File: src/rtl/crc32_execute.sv
// CRC-32 execute unit: folds one data byte into the running CRC over
// eight single-bit shift cycles, or reloads the CRC register in one cycle.
//
// state  | meaning
// -------+------------------------------------------------------------
// IDLE   | waiting for a crc32 instruction from the execute stage
// SHIFT  | folding data_reg into crc_reg one bit per cycle (8 cycles)
// DONE   | one-cycle completion pulse, result visible on crc_out
module crc32_execute #(
  parameter logic [31:0] POLY = 32'hEDB88320,
  parameter logic [31:0] INIT = 32'hFFFFFFFF
) (
  input  logic        CLK,
  input  logic        RST,
  input  logic        start,
  input  logic        op_reset,
  input  logic        op_new_byte,
  input  logic [7:0]  byte_in,
  input  logic        kill,
  output logic        busy,
  output logic        done,
  output logic [31:0] crc_out
);

  typedef enum logic [1:0] {
    ST_IDLE  = 2'd0,
    ST_SHIFT = 2'd1,
    ST_DONE  = 2'd2
  } state_t;

  state_t      state;
  state_t      state_nxt;
  logic [31:0] crc_reg;
  logic [31:0] snapshot;
  logic [7:0]  data_reg;
  logic [2:0]  bit_cnt;
  logic        fb;

  // A killed instruction is never accepted, whatever its op bits say.
  logic        accept;
  assign accept = start & ~kill;

  // State register with synchronous reset.
  always_ff @(posedge CLK) begin
    if (RST) begin
      state <= ST_IDLE;
    end else begin
      state <= state_nxt;
    end
  end

  // Next-state logic; reset op takes priority over new_byte.
  always_comb begin
    state_nxt = state;
    case (state)
      ST_IDLE: begin
        if (accept) begin
          if (op_reset) begin
            state_nxt = ST_DONE;
          end else if (op_new_byte) begin
            state_nxt = ST_SHIFT;
          end
        end
      end
      ST_SHIFT: begin
        if (kill) begin
          state_nxt = ST_IDLE;
        end else if (bit_cnt == 3'd7) begin
          state_nxt = ST_DONE;
        end
      end
      ST_DONE: begin
        state_nxt = ST_IDLE;
      end
      default: begin
        state_nxt = ST_IDLE;
      end
    endcase
  end

  // Outputs: stall while shifting or when a byte op is being accepted.
  always_comb begin
    done    = (state == ST_DONE);
    busy    = (state == ST_SHIFT) |
              ((state == ST_IDLE) & start & ~op_reset & op_new_byte);
    crc_out = ~crc_reg;
  end

  assign fb = crc_reg[0] ^ data_reg[0];

  // Datapath: CRC reload, byte capture, bit-serial LFSR, kill rollback.
  always_ff @(posedge CLK) begin
    if (RST) begin
      crc_reg  <= INIT;
      snapshot <= INIT;
      data_reg <= 8'h00;
      bit_cnt  <= 3'd0;
    end else begin
      case (state)
        ST_IDLE: begin
          if (accept) begin
            if (op_reset) begin
              crc_reg <= INIT;
            end else if (op_new_byte) begin
              snapshot <= crc_reg;
              data_reg <= byte_in;
              bit_cnt  <= 3'd0;
            end
          end
        end
        ST_SHIFT: begin
          if (kill) begin
            // Flushed mid-byte: restore the CRC as it was before this op.
            crc_reg <= snapshot;
          end else begin
            crc_reg  <= (crc_reg >> 1) ^ (fb ? POLY : 32'h0);
            data_reg <= data_reg >> 1;
            bit_cnt  <= bit_cnt + 3'd1;
          end
        end
        default: begin
        end
      endcase
    end
  end

endmodule

File: config.mk
export PLATFORM = sky130hd
export DESIGN_NAME = crc32_execute
export DESIGN_NICKNAME = d
export VERILOG_FILES = /design/src/rtl/crc32_execute.sv
export SDC_FILE = /design/constraint.sdc
export NUM_CORES = 1
export LEC_CHECK = 0
export CAP_MARGIN = 20
export CORE_MARGIN = 4
export CORE_UTILIZATION = 36
export DETAILED_ROUTE_END_ITERATION = 6
export GPL_ROUTABILITY_DRIVEN = 0
export SLEW_MARGIN = 10
export SYNTH_ARGS = -nofsm -noshare
export SYNTH_HDL_FRONTEND = slang
export SYNTH_SLANG_ARGS = --single-unit
File: constraint.sdc
create_clock -name CLK -period 2.56 [get_ports CLK]
set_input_delay 0.512 -clock CLK [delete_from_list [all_inputs] [get_ports CLK]]
set_output_delay 0.512 -clock CLK [all_outputs]
set_load 0.01 [all_outputs]
After elaboration in Yosys (flattened, before gate mapping)
Index checks and enable logic that the tools add are counted.
{"block": "classes", "eq_ne": 10, "n_addsub": 1, "n_mux": 21, "n_reduce_logical": 6, "bitwise_logic": 10}
{"operator": "2-to-1 mux 32 bit", "n": 4}
{"operator": "case mux 32 bit (2 select lines)", "n": 1}
{"operator": "2-to-1 mux 8 bit", "n": 4}
{"operator": "inverter 32 bit", "n": 1}
{"operator": "XOR 31 x 32 -> 32 bit", "n": 1}
{"operator": "case mux 8 bit (2 select lines)", "n": 1}
{"operator": "2-to-1 mux 3 bit", "n": 4}
{"operator": "2-to-1 mux 2 bit", "n": 5}
{"operator": "!= test 2 bit (second input constant)", "n": 5}
{"operator": "!= test 3 bit (second input constant)", "n": 2}
{"operator": "case mux 3 bit (2 select lines)", "n": 1}
{"operator": "AND reduction 3 bit", "n": 2}
{"operator": "AND reduction 5 bit", "n": 1}
{"operator": "AND 1 bit", "n": 4}
{"operator": "case mux 2 bit (2 select lines)", "n": 1}
{"operator": "AND reduction 4 bit", "n": 1}
{"operator": "adder 3 x 1 -> 3 bit (second input constant)", "n": 1}
{"operator": "equality test 3 bit (second input constant)", "n": 1}
{"operator": "equality test 2 x 1 -> 1 bit (second input constant)", "n": 1}
{"operator": "equality test 2 bit (second input constant)", "n": 1}
{"operator": "zero test 2 bit", "n": 1}
{"operator": "inverter 1 bit", "n": 2}
{"operator": "nonzero test 2 bit", "n": 1}
{"operator": "bitwise OR 1 bit", "n": 1}
{"operator": "XOR 1 bit", "n": 1}
{"block": "word_totals", "ff_bits": 77, "wordCells": 53, "in_bits": 14, "output_inout_bits": 34}

Depth between registers and ports, before layout
Gate-level depths: netlist (run 1).
{"block": "depth", "depth_word": 5, "mapped_depth": 5, "depth_no_buf": 5}

Worst setup path after synthesis (run 1)
Ideal clock, no wire load.
{"block": "synth_path", "path_kind": "register to output", "start": "register state[1]", "end": "output done", "stages_incl_launch_ff": 5, "arrival_ns": 1.020, "path_slack_ns": 1.028, "n_path_buf": 2, "required_ns": 2.048, "cell_sequence": "dfxtp_1 -> buf_6 -> inv_1 -> buf_2 -> nor2_1"}
{"block": "synth_between", "elab_chain_cells": 1}
{"item": "start, declared", "line": "31", "text": "state_t state;"}
{"item": "start signal, assigned", "line": "48", "text": "state <= state_nxt;"}
{"item": "equality test 2 bit", "line": "83", "text": "done = (state == ST_DONE);"}
{"item": "end, declared", "line": "21", "text": "output logic done,"}
No other way between the ends.

Worst setup path after layout (run 1)
{"block": "layout_path", "start": "input start", "end": "output busy"}
{"block": "layout_between", "elab_chain_cells": 4}
{"item": "start, declared", "line": "15", "text": "input logic start,"}
{"item": "AND 1 bit (3 in series)", "line": "85", "text": "((state == ST_IDLE) & start & ~op_reset & op_new_byte);"}
{"item": "bitwise OR 1 bit", "line": "84", "text": "busy = (state == ST_SHIFT) |"}
{"item": "end, declared", "line": "20", "text": "output logic busy,"}
No other way between the ends.

==> metrics.csv, run 1 <==
metric;value;unit
cts_setup_buffers;0;
grt_usage;15.4;%
hold_class;reg2reg;
fmax;405;MHz
crit_top_cell;clkdlybuf4s50_1;
clk_path_buf_depth;2;
crit_fanout;8;
worst_clock_skew;0.0112;ns
finalNetCount;453;
drc;0;
cts_hold_buffers;0;
numCtsBuffers;9;
antenna_found_initial;0;
cts_tree;done;
rrSetupSlack;0.86;ns
insertedDiodeCount;0;
finalSetupTns;0;ns
holdWs;0.463;ns
rr_startpoint;state[1]$_SDFFE_PP0P_;
arrival;1.96;ns
overflow;0;
first_pass_iters;4;
worst-path-buf-inv;2;
io_pins;48;
path_cells;clkdlybuf4s50_1 -> and3b_2 -> nor2_4 -> nor2_1 -> clkdlybuf4s50_1;
clkTransAtPathRegs;0.08;ns
powerDensity;520;nW/um2
grt_pass1_vias;2947;
hold_start;data_reg[7]$_SDFFE_PP0P_;
endpoint_kind;output port;
syn_avg_cell_area;9.38;um2
wl_per_cell;14.9;um
r2r_end;data_reg[2]$_SDFFE_PP0P_;
setup_violations;0;
drive_gt1_share;10.9;%
cp.required;2.05;ns
grt_max_degree;80;
cts_root_buf;clkbuf_8;
leakagePower;2.10;nW
htreeDepth;3;
clock-sinks;77;
clk_latency;0.36;ns
die_h;109;um
die_width;109;um
status;finished, final reports clean;
coreArea;9910;um2
die_area;12000;um2
crit_slowest_cell;clkdlybuf4s50_1;
wl_met2;3990;um
num_vias;2863;
dp_hpwl;5360;um
fillers;978;
hold_viol;0;
whs_path_depth;2;
route.met3.wl;224;um
critical_path_class;in2out;
min_to;data_reg[7]$_SDFFE_PP0P_;
routed_wl;8580;um
netlist_area;3700;um2
regArea;1540;um2
synth_seq_area_share;41.6;%
maxCapViolCount;0;
cp_top_family;buffers and inverters;
finalCritPeriodShare;96.5;%
synth_seq_cells;77;
cp-start-kind;primary input;
detail-route-antenna-nets;0;
area_delta_synth_final;21.1;%
synth_nets;411;
highest_layer;met4;
cpPeakStageDelay;0.54;ns
grt_pass1_wl;14600;um
port_buffers;47;
worst_pin_slew;0.618;ns
rsz0062_at_grt;false;
start_util;37.4;%
r2r_cells;4;
vias_per_cell;4.98;
relSlewSlack;58.6;%
slew_viol_final;0;
drtIter0Drc;210;
period_needed;2.47;ns
multi_input_area;1850;um2
peakVddDrop;0.254;mV
fp-row-count;36;
syn_inst;395;
routedLengthMet1;4200;um
synth_cell_types;33;
synth.yosys.warnings;0;
## layout make-up
cell class                 count  area share [%]
clock buffer                  10            3.07
clock inverter                 6            1.39
inverter                      35            2.93
multi-input combinational    253            41.2
sequential                    77            34.4
tap                          133            3.71
timing repair buffer          61            13.3
## timing repair
action	4_1_cts	5_1_grt
resized for setup	0	2
endpoints found under the hold margin	0	0
endpoints found under the setup margin	0	1
## cell families (layout without fill, tap and decap cells)
logic type	after synthesis	in the layout	share of synthesized area (%)
adder cells (fa/ha/maj)	2	2	0.675
multiplexers	60	60	16.2
XOR/XNOR	14	14	3.51
buffers and inverters	65	112	8.68
flip-flops	77	77	41.6
AND/OR/NAND/NOR	106	106	14.6
AO/OA/AOI/OAI	71	71	14.7
## tightest hold or removal path, cell delays in order, from the launching register on
cell and delay (ns):
dfxtp_1 0.32, nand2_1 0.05, o21ai_0 0.06
## stage by stage
step / worst slack, ns / instances / total power [mW] / instance area, um2 / utilization, %
finish: 0.0884 / 575 / 2.33 / 4490 / 45.3
global route: 0.00839 / 575 / 2.42 / 4490 / 45.3
detailed placement: 0.0241 / 558 / 1.43 / 4260 / 43.0
CTS: 0.0199 / 574 / 2.35 / 4460 / 45.1
global placement: 0.0405 / 558 / 1.42 / 4260 / 43.0
floorplan: 1.03 / 395 / 1.37 / 3700 / -
## metal layers
metal  GRT usage [%]  vias up
li1                -     1442
met1            20.0     1360
met2            24.9       48
met3            3.23       13
met4            6.14        0
met5               0        -
## worst max-delay path by stage
| stage | start | end | slack [ns] | cells past startpoint |
|---|---|---|---|---|
| after floorplan | state[1]$_SDFFE_PP0P_ | done | 1.03 | 4 |
| after global placement | op_reset | busy | 0.04 | 5 |
| after detailed placement | op_reset | busy | 0.02 | 5 |
| after CTS | op_reset | busy | 0.02 | 5 |
| after global routing | start | busy | 0.008 | 5 |
| final | start | busy | 0.09 | 5 |
## power breakdown
group          total (mW)  switching [mW]  internal [mW]
clock               0.932           0.459          0.473
sequential           1.21         0.00787           1.21
combinational       0.187           0.101         0.0851
## synth_stat cells
master	number	share of area (%)
nor3b_2	1	0.34
buf_2	8	1.1
mux2_2	1	0.30
o21ai_0	2	0.27
nand2_1	15	1.5
o21a_1	2	0.41
and2_1	1	0.17
and4bb_2	1	0.34
nor2_2	2	0.34
clkbuf_1	9	0.91
nor3_1	1	0.13
dfxtp_1	77	42
nor2b_1	1	0.17
ha_1	2	0.68
xnor2_2	1	0.44
inv_1	35	3.5
nor2_1	66	6.7
o221a_2	7	2.1
o211ai_1	13	2.6
o21ai_4	1	0.44
or4bb_1	4	1.2
xnor2_1	13	3.1
and3b_1	2	0.47
nand3_1	2	0.27
buf_6	5	1.5
nand4bb_1	9	2.7
buf_4	8	1.6
a22oi_1	19	3.9
mux2i_1	59	16
a2bb2oi_1	13	3.1
a21oi_1	13	1.8
o22ai_1	1	0.17
nand2_2	1	0.17
## cell usage in the layout (no fill, tap or decap), types with 7 or more instances in the layout
cell and count:
dfxtp_1 77, nand2_1 15, nand4bb_1 9, o211ai_1 13, clkbuf_8 10, a22oi_1 19, o221a_2 7, buf_4 11
inv_1 35, a2bb2oi_1 13, mux2i_1 59, xnor2_1 13, a21oi_1 13, clkdlybuf4s50_1 45, nor2_1 66
Note: power is estimated with default switching activity, not from simulation.
==> run 2, diff against run 1 <==
- REMOVE_ABC_BUFFERS: default -> 1
==> run 2 against run 1 <==
Against the previous run: die area did not move; clock power rose by 18%; core utilization rose by 0.59 points; combinational power barely moved; wire length fell by 2.1%; critical path type unchanged; register-to-register slack improved by 0.19 ns; power rose by 7.2%; largest power group unchanged; setup slack improved by 0.031 ns; clock skew fell by 0.0055 ns; first-iteration DRC count fell by 22%.
==> metrics.csv, run 2 (same netlist as run 1, synthesis figures left out) <==
metric;value;unit;change
grt_max_degree;44;;-45%
drtIter0Drc;163;;-22%
coreArea;9910;um2;unchanged
status;finished, final reports clean;;
routed_wl;8400;um;-2.1%
port_buffers;47;;unchanged
worst-path-buf-inv;2;;unchanged
rsz0062_at_grt;false;;
dp_hpwl;5420;um;+1.1%
final_area;4540;um2;+1.3%
drc;0;;unchanged
slew_viol_final;0;;unchanged
pwr-share-seq;48.5;%;-3.5 points
start_util;37.4;%;unchanged
path_cells;clkdlybuf4s50_1 -> and3b_1 -> nor2_2 -> nor2_1 -> clkdlybuf4s50_1;;
fillers;975;;-0.31%
grt_pass1_vias;3042;;+3.2%
clk_latency;0.34;ns;-0.02 ns
clock-sinks;77;;unchanged
numCtsBuffers;9;;unchanged
total_power;2.50;mW;+7.2%
io_pins;48;;unchanged
fin_cells;579;;+0.70%
combPwrFrac;7.6;%;-0.4 points
detail-route-antenna-nets;0;;unchanged
insertedDiodeCount;0;;unchanged
finalCritPeriodShare;95.4;%;-1.2 points
worst_pin_slew;0.478;ns;-0.140 ns
critical_path_class;in2out;;
relSlewSlack;68.1;%;+9.5 points
layout_commonest_cell;dfxtp_1;;
powerDensity;550;nW/um2;+5.8%
crit_slowest_cell;clkdlybuf4s50_1;;
wl_per_cell;14.5;um;-2.8%
antenna_found_initial;0;;unchanged
period_needed;2.44;ns;-0.0307 ns
fmax;410;MHz;+1.3%
finalSetupTns;0;ns;unchanged
cp_top_family;buffers and inverters;;
cts_setup_buffers;0;;unchanged
fp-row-count;36;;unchanged
cts_resized;0;;unchanged
setup_ws;0.119;ns;+0.0307 ns
clk_path_buf_depth;2;;unchanged
hold_viol;0;;unchanged
num_vias;2915;;+1.8%
first_pass_iters;4;;unchanged
cts_hold_buffers;0;;unchanged
finalNetCount;457;;+0.88%
clkTransAtPathRegs;0.08;ns;about the same
grt_pass1_wl;14400;um;-1.2%
die_area;12000;um2;unchanged
final_cell_mix;77 x dfxtp_1, 66 x nor2_1, 59 x mux2i_1;;
die_width;109;um;unchanged
area_delta_synth_final;22.7;%;
post_dp_cell_area;4290;um2;+0.70%
power_frac_clock;43.9;%;+3.9 points
cts_tree;done;;
dp_cells;562;;+0.72%
worst_clock_skew;0.00573;ns;-0.00546 ns
crit_fanout;4;;-4
crit_top_cell;clkdlybuf4s50_1;;
htreeDepth;3;;unchanged
p_switching;559;uW;-1.7%
arrival;1.93;ns;-0.03 ns
pre_cts_ws;0.118;ns;+0.0938 ns
grt_usage;15.0;%;-0.37 points
intPower;1.94;mW;+10%
endpoint_kind;output port;;
drive_gt1_share;11.2;%;+0.35 points
cts_root_buf;clkbuf_8;;
cp-start-kind;primary input;;
peakVddDrop;0.222;mV;-13%
hold_class;reg2reg;;
cpPeakStageDelay;0.54;ns;about the same
cp.required;2.05;ns;about the same
setup_violations;0;;unchanged
leakagePower;2.14;nW;+1.9%
vias_per_cell;5.03;;+1.1%
die_h;109;um;unchanged
overflow;0;;unchanged
maxCapViolCount;0;;unchanged
switching_share;22.4;%;-2.0 points
## run 2: area by class of cell
type	count	area [um2]	area share, %
Clock buffer	10	128	2.81
Tap cell	133	166	3.66
Sequential cell	77	1540	33.9
Inverter	35	131	2.89
Timing Repair Buffer	65	624	13.7
Clock inverter	6	111	2.45
Multi-Input combinational cell	253	1840	40.5
## run 2: final timing paths
| check | start | end | slack [ns] | depth (start not counted) |
|---|---|---|---|---|
| setup reg to reg | state[0]$_SDFFE_PP0P_ | snapshot[2]$_SDFFE_PP1P_ | 1.05 | 5 |
| hold reg to reg | data_reg[7]$_SDFFE_PP0P_ | data_reg[7]$_SDFFE_PP0P_ | 0.47 | 2 |
| hold / removal | data_reg[7]$_SDFFE_PP0P_ | data_reg[7]$_SDFFE_PP0P_ | 0.47 | 2 |
| setup / recovery | start | busy | 0.12 | 5 |
## run 2: worst min-delay path, cell delays in order, from the launching register on
cell and delay (ns):
dfxtp_1 0.31, nand2_1 0.05, o21ai_0 0.06
## run 2: through the flow
step           utilization [%]  hold slack (ns)
2_1_floorplan                -            0.436
3_3_place_gp              43.3            0.447
3_5_place_dp              43.3            0.459
4_1_cts                   45.7            0.470
5_1_grt                   45.9            0.489
6_report                  45.9            0.468
## run 2: power groups by stage
stage | combinational, mW | sequential, mW | clock [mW]
after floorplan | 0.0869 | 1.24 | 0
after global placement | 0.188 | 1.24 | 0
after detailed placement | 0.188 | 1.24 | 0
after CTS | 0.189 | 1.21 | 1.12
after global routing | 0.207 | 1.22 | 1.18
final | 0.190 | 1.21 | 1.10
## run 2: routing by layer
layer | GRT usage (%) | vias to the layer above | routed length [um] | part of all wire, %
li1 | - | 1455 | - | -
met1 | 19.9 | 1400 | 4170 | 50
met2 | 24.2 | 50 | 3840 | 46
met3 | 2.23 | 10 | 264 | 3.1
met4 | 6.77 | 0 | 117 | 1.4
met5 | 0 | - | 0 | 0
==> run 3, diff against run 2 <==
- DONT_BUFFER_PORTS: default -> 1
- MAX_ROUTING_LAYER: default -> met4
- PLACE_DENSITY: default -> 0.47
==> run 3 against run 2 <==
Against the previous run: wire length grew 1.7%; power down 0.27%; core utilization shrank 5.2 points; critical path depth down 3; register-to-register slack worse by 0.24 ns; setup slack gained 0.36 ns; global-route usage increased by 0.80 points; largest cell class unchanged.
==> metrics.csv, run 3 (same netlist as run 1, synthesis figures left out) <==
metric;value;unit;change
peakVddDrop;0.251;mV;+14%
setup_violations;0;;unchanged
rsz0062_at_grt;false;;
coreArea;9910;um2;unchanged
final_cell_mix;77 x dfxtp_1, 66 x nor2_1, 59 x mux2i_1;;
crit_fanout;11;;+7
drive_gt1_share;10.3;%;-0.95 points
cts_setup_buffers;0;;unchanged
die_width;109;um;unchanged
dp_hpwl;5170;um;-4.6%
vias_per_cell;5.12;;+1.7%
critical_path_class;reg2out;;
arrival;1.57;ns;-0.36 ns
p_switching;530;uW;-5.1%
cp.required;2.05;ns;about the same
numCtsBuffers;9;;unchanged
clk_path_buf_depth;2;;unchanged
clkTransAtPathRegs;0.08;ns;about the same
grt_pass1_vias;2658;;-13%
start_util;37.4;%;unchanged
grt_usage;15.8;%;+0.80 points
endpoint_kind;output port;;
cts_hold_buffers;0;;unchanged
cts_root_buf;clkbuf_8;;
setup_ws;0.477;ns;+0.358 ns
fillers;980;;+0.51%
period_needed;2.08;ns;-0.358 ns
slew_viol_final;0;;unchanged
pre_cts_ws;0.692;ns;+0.574 ns
hold_class;in2reg;;
hold_viol;0;;unchanged
worst_clock_skew;0.00802;ns;+0.00229 ns
num_vias;2678;;-8.1%
io_pins;48;;unchanged
layout_commonest_cell;dfxtp_1;;
antenna_found_initial;0;;unchanged
cts_resized;0;;unchanged
combPwrFrac;4.7;%;-2.9 points
finalNetCount;401;;-12%
clk_latency;0.35;ns;about the same
finalSetupTns;0;ns;unchanged
grt_max_degree;81;;+84%
grt_pass1_wl;14200;um;-1.3%
cts_tree;done;;
switching_share;21.3;%;-1.1 points
relSlewSlack;55.1;%;-13 points
fp-row-count;36;;unchanged
intPower;1.96;mW;+1.1%
clock-sinks;77;;unchanged
worst_pin_slew;0.673;ns;+0.195 ns
detail-route-antenna-nets;0;;unchanged
insertedDiodeCount;0;;unchanged
htreeDepth;3;;unchanged
area_delta_synth_final;8.68;%;
finalCritPeriodShare;81.4;%;-14 points
power_frac_clock;46.6;%;+2.7 points
powerDensity;620;nW/um2;+13%
routed_wl;8540;um;+1.7%
post-route-util;40.6;%;-5.2 points
first_pass_iters;4;;unchanged
pwr-share-seq;48.7;%;+0.2 points
die_area;12000;um2;unchanged
die_h;109;um;unchanged
drtIter0Drc;150;;-8.0%
overflow;0;;unchanged
status;finished, final reports clean;;
port_buffers;0;;-100%
fmax;480;MHz;+17%
wl_per_cell;16.3;um;+13%
maxCapViolCount;0;;unchanged
cp-start-kind;flop;;
leakagePower;1.93;nW;-9.6%
drc;0;;unchanged
## run 3: worst paths after layout
path	slack [ns]	end	from	cells after the start
min reg2reg	0.47	bit_cnt[2]$_SDFFE_PP0P_	bit_cnt[2]$_SDFFE_PP0P_	2
max	0.48	done	state[1]$_SDFFE_PP0P_	2
max reg2reg	0.81	crc_reg[0]$_SDFFE_PP1P_	state[1]$_SDFFE_PP0P_	4
min	0.31	data_reg[7]$_SDFFE_PP0P_	byte_in[7]	2
## run 3: per-layer routing
layer / global-route usage (%) / routed length, um / up-vias / part of all wire [%]
met5: - / 0 / - / 0
met3: 4.52 / 291 / 2 / 3.4
li1: - / - / 1349 / -
met4: 4.01 / 38 / 0 / 0.45
met1: 21.2 / 4380 / 1283 / 51
met2: 23.5 / 3830 / 44 / 45
## run 3: final cells by class
class | count | area (um2) | share of cell area (%)
Multi-Input combinational cell | 253 | 1840 | 45.7
Clock buffer | 11 | 151 | 3.76
Sequential cell | 77 | 1540 | 38.3
Tap cell | 133 | 166 | 4.13
Inverter | 35 | 131 | 3.26
Timing Repair Buffer | 9 | 87.6 | 2.18
Clock inverter | 5 | 106 | 2.64
## run 3: worst max-delay path, cell delays in order (launching register included)
cell	delay [ns]
dfxtp_1	0.62
inv_1	0.29
nor2_1	0.31
## run 3: stage by stage
stage	power (mW)	instance area (um2)	instances	hold slack [ns]
2_1_floorplan	1.33	3510	365	0.436
3_3_place_gp	1.36	3750	506	0.446
3_5_place_dp	1.36	3750	506	0.461
4_1_cts	2.53	4010	522	0.300
5_1_grt	2.61	4030	523	0.305
6_report	2.49	4030	523	0.306
## run 3: power by group through the flow
stage	clock, mW	sequential [mW]	combinational, mW
after floorplan	0	1.24	0.0869
after global placement	0	1.24	0.117
after detailed placement	0	1.24	0.116
after CTS	1.20	1.22	0.117
after global routing	1.26	1.22	0.129
final	1.16	1.22	0.117
